[src/rtl/ans_formatter_pkg.sv]
// rtl/ans_formatter_pkg.sv - shared FSM states, ASCII and power-of-ten constants for ans_formatter
package ans_formatter_pkg;

    typedef enum logic [2:0] {
        ST_IDLE = 3'd0,
        ST_SIGN = 3'd1,
        ST_CALC = 3'd2,
        ST_EMIT = 3'd3,
        ST_CR   = 3'd4,
        ST_LF   = 3'd5
    } state_t;

    localparam logic [7:0] ASCII_MINUS = 8'h2D;
    localparam logic [7:0] ASCII_ZERO  = 8'h30;
    localparam logic [7:0] ASCII_CR    = 8'h0D;
    localparam logic [7:0] ASCII_LF    = 8'h0A;

    localparam logic [16:0] POW10_4 = 17'd10000;
    localparam logic [16:0] POW10_3 = 17'd1000;
    localparam logic [16:0] POW10_2 = 17'd100;
    localparam logic [16:0] POW10_1 = 17'd10;
    localparam logic [16:0] POW10_0 = 17'd1;

    // idx of the units digit; it is always emitted, even when zero
    localparam logic [2:0] IDX_LAST = 3'd4;

    function automatic logic [7:0] digit_ascii(input logic [3:0] d);
        return ASCII_ZERO + {4'd0, d};
    endfunction

endpackage

[src/rtl/ans_formatter_pow10_sel.sv]
// rtl/ans_formatter_pow10_sel.sv - combinational idx to power-of-ten lookup
// Ports:
//   idx  : digit position, 0 = ten-thousands ... 4 = units
//   pow  : 17-bit power of ten for that position
module pow10_sel
    import ans_formatter_pkg::*;
(
    input  logic [2:0]  idx,
    output logic [16:0] pow
);

    always_comb begin
        pow = POW10_0;
        case (idx)
            3'd0:    pow = POW10_4;
            3'd1:    pow = POW10_3;
            3'd2:    pow = POW10_2;
            3'd3:    pow = POW10_1;
            default: pow = POW10_0;
        endcase
    end

endmodule

[src/rtl/ans_formatter.sv]
// rtl/ans_formatter.sv - formats a signed 16-bit answer as ASCII decimal bytes for a UART
// Ports:
//   clk, rst   : clock, asynchronous active-high reset
//   ans_ready  : one-cycle strobe, ans valid this cycle
//   ans        : signed 16-bit answer
//   tx_data    : ASCII byte offered to the transmitter
//   tx_valid   : tx_data valid; transfer on tx_valid && tx_ready
//   tx_ready   : transmitter accepts the byte
//   busy       : high in every state except IDLE
//   drop       : one-cycle pulse after an ignored ans_ready
module ans_formatter
    import ans_formatter_pkg::*;
#(
    parameter bit CRLF = 1'b1
) (
    input  logic        clk,
    input  logic        rst,
    input  logic        ans_ready,
    input  logic [15:0] ans,
    output logic [7:0]  tx_data,
    output logic        tx_valid,
    input  logic        tx_ready,
    output logic        busy,
    output logic        drop
);

    state_t      r_state;
    logic [16:0] r_mag;
    logic [2:0]  r_idx;
    logic [3:0]  r_digit;
    logic        r_neg;
    logic        r_started;
    logic [7:0]  r_tx_data;
    logic        r_tx_valid;
    logic        r_busy;
    logic        r_drop;

    logic [16:0] w_pow;
    logic [16:0] w_abs;
    logic        w_emit_now;

    pow10_sel u_pow10_sel (
        .idx (r_idx),
        .pow (w_pow)
    );

    // 17 bits so that -32768 negates to +32768 without overflow
    assign w_abs = ans[15] ? (17'd0 - {ans[15], ans}) : {1'b0, ans};

    // stop counting at this position and print it unless it is a leading zero
    assign w_emit_now = (r_digit != 4'd0) || r_started || (r_idx == IDX_LAST);

    always_ff @(posedge clk or posedge rst) begin
        if (rst) begin
            r_state    <= ST_IDLE;
            r_mag      <= 17'd0;
            r_idx      <= 3'd0;
            r_digit    <= 4'd0;
            r_neg      <= 1'b0;
            r_started  <= 1'b0;
            r_tx_data  <= 8'h00;
            r_tx_valid <= 1'b0;
            r_busy     <= 1'b0;
            r_drop     <= 1'b0;
        end else begin
            // any strobe outside IDLE, including the final-transfer cycle, is lost
            r_drop <= ans_ready && (r_state != ST_IDLE);

            case (r_state)
                ST_IDLE: begin
                    if (ans_ready) begin
                        r_neg     <= ans[15];
                        r_mag     <= w_abs;
                        r_idx     <= 3'd0;
                        r_digit   <= 4'd0;
                        r_started <= 1'b0;
                        r_busy    <= 1'b1;
                        if (ans[15]) begin
                            r_state    <= ST_SIGN;
                            r_tx_data  <= ASCII_MINUS;
                            r_tx_valid <= 1'b1;
                        end else begin
                            r_state <= ST_CALC;
                        end
                    end
                end

                ST_SIGN: begin
                    // SIGN is only entered with r_neg set; otherwise leave immediately
                    if (tx_ready || !r_neg) begin
                        r_state    <= ST_CALC;
                        r_tx_valid <= 1'b0;
                    end
                end

                ST_CALC: begin
                    if (r_mag >= w_pow) begin
                        r_mag   <= r_mag - w_pow;
                        r_digit <= r_digit + 4'd1;
                    end else if (w_emit_now) begin
                        r_started  <= 1'b1;
                        r_state    <= ST_EMIT;
                        r_tx_data  <= digit_ascii(r_digit);
                        r_tx_valid <= 1'b1;
                    end else begin
                        r_idx   <= r_idx + 3'd1;
                        r_digit <= 4'd0;
                    end
                end

                ST_EMIT: begin
                    if (tx_ready) begin
                        if (r_idx == IDX_LAST) begin
                            if (CRLF) begin
                                r_state   <= ST_CR;
                                r_tx_data <= ASCII_CR;
                            end else begin
                                r_state    <= ST_IDLE;
                                r_tx_valid <= 1'b0;
                                r_busy     <= 1'b0;
                            end
                        end else begin
                            r_idx      <= r_idx + 3'd1;
                            r_digit    <= 4'd0;
                            r_state    <= ST_CALC;
                            r_tx_valid <= 1'b0;
                        end
                    end
                end

                ST_CR: begin
                    if (tx_ready) begin
                        r_state   <= ST_LF;
                        r_tx_data <= ASCII_LF;
                    end
                end

                ST_LF: begin
                    if (tx_ready) begin
                        r_state    <= ST_IDLE;
                        r_tx_valid <= 1'b0;
                        r_busy     <= 1'b0;
                    end
                end

                default: begin
                    r_state    <= ST_IDLE;
                    r_tx_valid <= 1'b0;
                    r_busy     <= 1'b0;
                end
            endcase
        end
    end

    assign tx_data  = r_tx_data;
    assign tx_valid = r_tx_valid;
    assign busy     = r_busy;
    assign drop     = r_drop;

endmodule

[config.mk]
export PLATFORM = sky130hd
export DESIGN_NAME = ans_formatter
export DESIGN_NICKNAME = d
export VERILOG_FILES = /design/src/rtl/ans_formatter_pkg.sv /design/src/rtl/ans_formatter_pow10_sel.sv /design/src/rtl/ans_formatter.sv
export SDC_FILE = /design/constraint.sdc
export NUM_CORES = 1
export LEC_CHECK = 0
export CAP_MARGIN = 30
export CELL_PAD_IN_SITES_DETAIL_PLACEMENT = 1
export CELL_PAD_IN_SITES_GLOBAL_PLACEMENT = 2
export CORE_UTILIZATION = 23
export CTS_BUF_LIST = sky130_fd_sc_hd__clkbuf_2 sky130_fd_sc_hd__clkbuf_4 sky130_fd_sc_hd__clkbuf_8
export CTS_CLUSTER_DIAMETER = 40
export CTS_CLUSTER_SIZE = 25
export DETAILED_ROUTE_END_ITERATION = 7
export PLACE_DENSITY = 0.66
export SYNTH_ARGS = -nofsm -noshare
export SYNTH_HDL_FRONTEND = slang
export SYNTH_HIERARCHICAL = 1
export SYNTH_SLANG_ARGS = --single-unit
[constraint.sdc]
create_clock -name clk -period 3.84 [get_ports clk]
set_clock_uncertainty 0.2 [all_clocks]
set_input_delay 1.152 -clock clk [delete_from_list [all_inputs] [get_ports clk]]
set_output_delay 1.152 -clock clk [all_outputs]
set_load 0.02 [all_outputs]
---- Yosys cells after proc, flatten, opt, wreduce, memory -nomap -nowiden ----
Index checks and enable logic that the tools add are counted.
storage, ports and cells
  register bits after elaboration ......... 40
  bits in latches ......................... 0
  memory bits (writable) .................. 0
  bits in read-only memories .............. 0
  bits of input ports ..................... 20
  output and inout bits ................... 11
  word-level logic and storage cells ...... 110
  memories ................................ 0
operators by class
  add/sub/neg operators ................... 5
  multiply operators ...................... 0
  divide/modulo/power cells ............... 0
  order comparisons ....................... 1
  eq/ne operators ......................... 22
  shift operators ......................... 0
  multiplexer cells ....................... 48
  bitwise gates (word level) .............. 2
  reductions and logical operators ........ 22
operators with widths
  cell                   number
  $mux 8                 7
  $pmux 14 s4            1
  $mux 17                3
  $mux 3                 13
  $pmux 17 s2            1
  $pmux 8 s4             1
  $ne 2x2->1 const B     12
  $mux 4                 5
  $pmux 3 s6             1
  $ge 17x17->1           1
  $sub 1x16->17 const A  1
  $sub 17x17->17         1
  $eq 3x2->1 const B     4
  $pmux 4 s3             1
  $mux 1                 10
  $eq 3x3->1 const B     3
  $pmux 3 s3             1
  $reduce_and 9->1       1
  $reduce_and 8->1       1
  $reduce_bool 4->1      2
  $add 6x4->7 const A    1
  $reduce_and 7->1       1
  $eq 3x1->1 const B     2
  $logic_not 3->1        2
  19 further kinds       24

---- Depth between registers and ports, before layout ----
Gate-level depths: netlist of the first run.
  depth after elaboration ................. 6
  depth in mapped cells ................... 14
  gate-level depth less buffers ........... 11

---- Cells and area by module ----
Netlist of the first run, hierarchy kept.
by module, submodules not included
  module         times used  cells each  area an instance (um^2)
  ans_formatter  1           407         3,241.9
  pow10_sel      1           19          126.4

---- Worst setup path before layout of the first run ----
No wires, ideal clock.
  path type ............................... flip-flop to flip-flop
  from .................................... register r_idx[0]
  to ...................................... register r_tx_data[0] (netlist: tx_data[0])
  data arrival time ....................... 2,937 ps
  required time ........................... 3,515 ps
  path slack .............................. 578 ps
  cell stages (with the launch flop) ...... 13
  buffers on the path ..................... 2
  cell sequence ........................... dfrtp_1 nor3_1 buf_4 inv_1 ha_1 a21o_1 a31o_2 a221oi_1 and3_1 buf_6 a31oi_4 nor2_4 mux2_4
on the way
  longest elaborated chain between the ends .. 5
RTL lines
  what                                      RTL line                       text
  start, declared                           ans_formatter.sv:29            logic [2:0] r_idx;
  start signal, assigned                    ans_formatter.sv:106           r_idx <= r_idx + 3'd1;
  start signal, assigned                    ans_formatter.sv:123           r_idx <= r_idx + 3'd1;
  $eq 3x2->1, or another cell as far along  ans_formatter_pow10_sel.sv:14  case (idx)
  $pmux 14 s4 (*)                           ans_formatter_pow10_sel.sv:14
  named net w_pow[4]                        ans_formatter.sv:38            logic [16:0] w_pow;
  $ge 17x17->1 (*)                          ans_formatter.sv:97            if (r_mag >= w_pow) begin
  $ne 2x2->1 (no source line) (*)           n/a
  $reduce_and 8->1 (no source line) (*)     n/a
  end signal, assigned                      ans_formatter.sv:103           r_tx_data <= digit_ascii(r_digit);
  end, declared                             ans_formatter.sv:33            logic [7:0] r_tx_data;
Mark *: on every way through the listed nets, which the timed path passes. The rest lies on a longest branch.
A chain may end at the register's enable or synchronous reset.

---- Worst setup path in the final report of the first run ----
  from .................................... register r_idx[1]
  to ...................................... register r_mag[11]
on the way
  longest elaborated chain between the ends .. 5
RTL lines
  what                                             RTL line                                  text
  $eq 3x2->1, or another cell as far along         ans_formatter_pow10_sel.sv:14
  $pmux 14 s4 (*)                                  ans_formatter_pow10_sel.sv:14
  named net w_pow[8]                               ans_formatter.sv:38
  $sub 17x17->17 or $ge 17x17->1 (tied branches)   ans_formatter.sv:98, ans_formatter.sv:97
  $mux 17 or $ne 2x2->1 (tied branches)            n/a
  $pmux 17 s2 or $reduce_and 3->1 (tied branches)  n/a
  end signal, assigned                             ans_formatter.sv:73                       r_mag <= w_abs;
  end signal, assigned                             ans_formatter.sv:98                       r_mag <= r_mag - w_pow;
  end, declared                                    ans_formatter.sv:28                       logic [16:0] r_mag;
Mark *: on every way through the listed nets, which the timed path passes. The rest lies on a longest branch. The select of a mux whose other input is x is not followed.

==> results of run 1 <==
-- logic make-up (layout without fill, tap and decap cells) --
family	after synthesis	after routing	synth area share (%)
flops	38	38	28.2
compound gates	130	130	25.0
other cells	2	7	0.223
mux	7	7	2.56
xor+xnor	23	23	5.98
simple gates	145	145	21.1
fa+ha+maj	23	23	8.77
buf+inv	58	80	8.06
-- cell type report --
| type | count | area, um^2 |
|---|---|---|
| clock buffer | 5 | 68.8 |
| clock inverter | 2 | 10.0 |
| fill | 1737 | 10200 |
| inverter | 31 | 116 |
| multi-input combinational | 335 | 2170 |
| sequential | 38 | 951 |
| tap | 180 | 225 |
| timing repair buffer | 42 | 385 |
-- repair_timing --
item / 4_1_cts / 5_1_grt
endpoints found under the setup margin: 0 / 2
resized for setup: 0 / 2
buffers inserted: 0 / 0
-- flip-flops by register name (all words and copies together) (netlist names) --
register / flops
tx_valid: 1
busy: 1
tx_data: 6
r_digit: 4
drop: 1
r_mag: 17
r_idx: 3
r_started: 1
r_state: 3
r_neg: 1
-- power groups by stage --
stage | registers (mW) | logic [mW] | clock network, mW
2_1_floorplan | 0.760 | 2.15 | 0
3_3_place_gp | 0.766 | 2.90 | 0
3_5_place_dp | 0.771 | 2.93 | 0
4_1_cts | 0.763 | 2.95 | 0.298
5_1_grt | 0.790 | 3.31 | 0.311
6_report | 0.761 | 2.93 | 0.284
-- layer usage --
layer  vias up  global-route usage [%]  share of wire, %
met1      1488                    19.7                51
li1       1538                       -                 -
met2        30                    24.0                46
met3        10                    1.52               1.5
met4         0                    5.05               2.2
met5         -                       0                 0
-- synth_stat cells, types with 6 or more instances --
| cell type | number | area share, % |
|---|---|---|
| a21oi_1 | 34 | 5.1 |
| nor2_1 | 31 | 3.5 |
| a21o_1 | 9 | 2.0 |
| nand2_1 | 49 | 5.5 |
| a31oi_1 | 6 | 1.1 |
| dfrtp_1 | 38 | 28 |
| buf_4 | 12 | 2.7 |
| inv_1 | 30 | 3.3 |
| nor3_1 | 9 | 1.3 |
| o21ai_0 | 38 | 5.6 |
| nor2b_1 | 7 | 1.3 |
| ha_1 | 22 | 8.2 |
| xor2_1 | 12 | 3.1 |
| xnor2_1 | 11 | 2.9 |
| nand3_1 | 9 | 1.3 |
| o31ai_1 | 6 | 1.3 |
| nand2b_1 | 10 | 1.9 |
| clkbuf_1 | 13 | 1.4 |
-- final timing paths --
kind,from,slack [ns],to,depth (start not counted)
min in group asynchronous,rst,1.10,tx_data[0],3
setup / recovery,r_idx[1],0.26,r_mag[11],12
max in group asynchronous,rst,1.98,r_mag[15],3
hold / removal,r_mag[8],0.30,r_mag[8],1
hold reg to reg,r_mag[8],0.30,r_mag[8],1
setup reg to reg,r_idx[1],0.26,r_mag[11],12
-- through the flow --
step / utilization, % / cell area, um^2
final: 27.9 / 3930
after global placement: 27.3 / 3840
after CTS: 27.8 / 3920
after floorplan: - / 3390
after global routing: 27.9 / 3930
after detailed placement: 27.3 / 3840
==> impl_metrics.json, run 1 <==
{
  "status": "completed",
  "setup_tns_ns": 0,
  "layoutNonFillerInstCount": 633,
  "ys_ff_latch": 38,
  "p_switching_mw": 2.05,
  "io_buffers": 28,
  "critPathMostFrequentCell": "o21ai_0",
  "synth_cells": 426,
  "rsz0062_at_grt": "no",
  "syn_area_per_cell_um2": 7.91,
  "crit_family": "simple AND/OR/NAND/NOR gates",
  "core_area_um2": 14100,
  "synth_cell_type_count": 63,
  "area_growth_pct": 16.6,
  "slowest_delay_ns": 0.49,
  "cp_slowest_cell": "dfrtp_1",
  "cp.required_ns": 3.86,
  "pre_cts_slack_ns": 0.246,
  "place_congestion": 0.815,
  "path_class": "reg -> reg",
  "critPathLaunchType": "flip-flop",
  "grt_use_total_pct": 14.6,
  "gr-total-overflow": 0,
  "htree_levels": 2,
  "wl_per_cell_um": 16.0,
  "dp_hpwl_mm": 7.93,
  "fin_worst_hold_slack_ns": 0.301,
  "drc": 0,
  "worst_hold_path_type": "reg -> reg",
  "endpoint_kind": "flip-flop",
  "total_power_mw": 3.97,
  "grt_pass1_vias": 3242,
  "worstPathMaxFanout": 12,
  "dieHeight_um": 123,
  "switching_share_pct": 51.6,
  "start_util_pct": 23.9,
  "cts_sinks": 38,
  "cap_viol_max_count": 0,
  "worstMarginPinSlew_ns": 0.632,
  "yosysSeqAreaShare_pct": 28.2,
  "cts_tree": "yes",
  "powerDensity_nw_per_um2": 1010,
  "grt_max_degree": 39,
  "syn-cell-area_um2": 3370,
  "final.min_clock_period_ns": 3.58,
  "ant_nets": 0,
  "synth_ff_type": "dfrtp_1",
  "hold_buffers": 0,
  "final_hold_viol_count": 0,
  "power_frac_comb_pct": 73.7,
  "slew_violations": 0,
  "clk_pin_slew_ns": 0.08,
  "root_buffer": "clkbuf_8",
  "num_rows": 43,
  "grt_pass1_wl_mm": 16.9,
  "async_flop_share_pct": 100,
  "drt_first_pass_iters": 4,
  "p_clk_share_pct": 7.1,
  "layout_common_cells": "nand2_1 (49), dfrtp_1 (38), o21ai_0 (37), a21oi_1 (34), nor2_1 (31)",
  "max_freq_ghz": 0.279,
  "drive_above_1_share_pct": 7.28,
  "power.share.sequential_pct": 19.2,
  "p_int_mw": 1.92,
  "setup_slack_ns": 0.259,
  "clock_path_buffers": 2,
  "setup-violations-final": 0,
  "ioPinCount": 31,
  "drt_iter0_drc": 116,
  "vias_per_cell": 4.84,
  "place_inst": 626,
  "die_w_um": 123,
  "nets": 496,
  "path_buf_inv": 2,
  "num_antenna_cells": 0,
  "cellLeakagePower_nw": 1.64,
  "ys.warnings.count": 6,
  "worst_ep_arrival_time_ns": 3.61,
  "peakVddDrop_v": 0.000250,
  "period_share_pct": 93.2,
  "final_common_cell": "nand2_1",
  "die_area_um2": 15100,
  "path_cells": "nor2_1 -> and2_2 -> inv_1 -> ha_1 -> nand4_1 -> or3_1 -> o22a_1 -> and3_1 -> o21ai_4 -> buf_4 -> o21ai_0 -> o21ai_0",
  "numCtsBuffers": 5,
  "maxSlewHeadroom_pct": 57.7,
  "worstSkewPairLatency_ns": 0.30,
  "num_vias": 3066,
  "antenna_found_initial": 0,
  "synth_edf_count": 0,
  "totalWireLength_mm": 10.1
}
Power figures use the tool's default switching activity.
==> run 2, diff against run 1 <==
--- a/config.mk
+++ b/config.mk
@@ -13,7 +13,8 @@
 export CTS_CLUSTER_DIAMETER = 40
 export CTS_CLUSTER_SIZE = 25
 export DETAILED_ROUTE_END_ITERATION = 7
-export PLACE_DENSITY = 0.66
+export DONT_BUFFER_PORTS = 1
+export PLACE_DENSITY = 0.62
 export SYNTH_ARGS = -nofsm -noshare
 export SYNTH_HDL_FRONTEND = slang
 export SYNTH_HIERARCHICAL = 1
==> impl_metrics.json, run 2 (synthesized netlist as in run 1, its figures left out) <==
{
  "path_class": "reg -> reg",
  "power.share.sequential_pct": 21.3,
  "worst_ep_arrival_time_ns": 3.57,
  "final_cell_area_um2": 3660,
  "grt_use_met3_pct": 1.61,
  "worstSkewPairLatency_ns": 0.31,
  "grt_use_total_pct": 14.2,
  "crit-reg2reg-capture": "r_mag[11]",
  "hold_buffers": 0,
  "max_freq_ghz": 0.283,
  "gr-total-overflow": 0,
  "numCtsBuffers": 5,
  "drt_first_pass_iters": 4,
  "die_area_um2": 15100,
  "ioPinCount": 31,
  "power_frac_comb_pct": 67.8,
  "cts_resized": 0,
  "root_buffer": "clkbuf_8",
  "worst_hold_path_type": "reg -> reg",
  "die_w_um": 123,
  "cp-endpoint": "r_mag[11]",
  "cellLeakagePower_nw": 1.53,
  "totalWireLength_mm": 9.91,
  "dieHeight_um": 123,
  "met1_usage_pct": 19.9,
  "area_growth_pct": 8.54,
  "utilization_pct": 25.9,
  "critPathLaunchType": "flip-flop",
  "worstPathMaxFanout": 12,
  "regMostFlops": "r_mag",
  "r2r_setup_slack_ns": 0.31,
  "antenna_found_initial": 0,
  "worstMarginPinSlew_ns": 0.786,
  "nets": 462,
  "cp.required_ns": 3.88,
  "cap_viol_max_count": 0,
  "clk_pin_slew_ns": 0.09,
  "setup-violations-final": 0,
  "grt_pass1_vias": 2997,
  "final.min_clock_period_ns": 3.53,
  "layoutNonFillerInstCount": 600,
  "largest_register_ffs": 17,
  "placed_area_um2": 3520,
  "io_buffers": 0,
  "place_inst": 592,
  "rr_startpoint": "r_idx[1]",
  "grt_max_degree": 26,
  "switching_share_pct": 50.9,
  "fin_worst_hold_slack_ns": 0.297,
  "wl_per_cell_um": 16.5,
  "layout_common_cells": "nand2_1 (49), o21ai_0 (38), dfrtp_1 (38), a21oi_1 (34), nor2_1 (31)",
  "htree_levels": 2,
  "vias_per_cell": 4.85,
  "p_int_mw": 1.94,
  "ant_nets": 0,
  "start_util_pct": 23.9,
  "drc": 0,
  "rsz0062_at_grt": "no",
  "total_power_mw": 3.96,
  "grt_use_met2_pct": 22.8,
  "num_rows": 43,
  "final-seq-area_um2": 951,
  "cts_tree": "yes",
  "p_clk_share_pct": 10.8,
  "pre_cts_slack_ns": 0.246,
  "status": "completed",
  "post-cts-setup-buffer-count": 0,
  "drt_iter0_drc": 159,
  "peakVddDrop_v": 0.000243,
  "num_antenna_cells": 0,
  "core_area_um2": 14100,
  "maxSlewHeadroom_pct": 47.5,
  "drive_above_1_share_pct": 6.67,
  "powerDensity_nw_per_um2": 1080,
  "startpoint": "r_idx[1]",
  "p_switching_mw": 2.02,
  "grt_pass1_wl_mm": 16.4,
  "slew_violations": 0,
  "clock_path_buffers": 2,
  "period_share_pct": 91.9,
  "setup_slack_ns": 0.310,
  "dp_hpwl_mm": 7.75,
  "setup_tns_ns": 0,
  "gr-max-usage-layer": "met2",
  "num_vias": 2911,
  "reg2reg_depth": 12,
  "endpoint_kind": "flip-flop",
  "final_hold_viol_count": 0,
  "final_common_cell": "nand2_1",
  "multiInputGateArea_um2": 2170,
  "fillCellCount": 1706,
  "place_congestion": 0.764,
  "cts_sinks": 38
}
run 2: final cells by class:
type,instances,area share (%)
inverter,31,3.18
sequential,38,26.0
clock inverter,3,1.88
clock buffer,5,1.88
timing repair buffer,8,1.64
tap,180,6.16
multi-input combinational,335,59.2
run 2: worst min path at each step:
stage | slack, ns | cells after the start | startpoint | to
floorplan | 0.26 | 2 | r_mag[11] | r_mag[11]
global placement | 0.27 | 2 | r_mag[11] | r_mag[11]
detailed placement | 0.28 | 2 | r_mag[11] | r_mag[11]
CTS | 0.30 | 2 | r_mag[11] | r_mag[11]
global route | 0.35 | 2 | r_mag[11] | r_mag[11]
finish | 0.30 | 2 | r_mag[11] | r_mag[11]
run 2: routing by layer:
metal / up-vias / routed length (um)
met5: - / 0
met2: 36 / 4580
met4: 0 / 123
met3: 9 / 168
met1: 1395 / 5030
li1: 1471 / -
run 2: worst max-delay path, stage by stage, from the launching register on:
cell	delay, ns
dfrtp_1	0.47
nor2_1	0.26
and2_2	0.18
inv_1	0.05
ha_1	0.37
nand4_1	0.20
or3_1	0.42
o22a_1	0.24
and3_2	0.27
o21ai_4	0.28
buf_4	0.25
o21ai_0	0.10
o21ai_0	0.16
run 2: power by group through the flow:
stage	Combinational [mW]	Clock (mW)	Sequential, mW
after floorplan	2.15	0	0.760
after global placement	2.68	0	0.851
after detailed placement	2.70	0	0.857
after CTS	2.72	0.443	0.849
after global routing	3.05	0.457	0.877
final	2.69	0.429	0.844
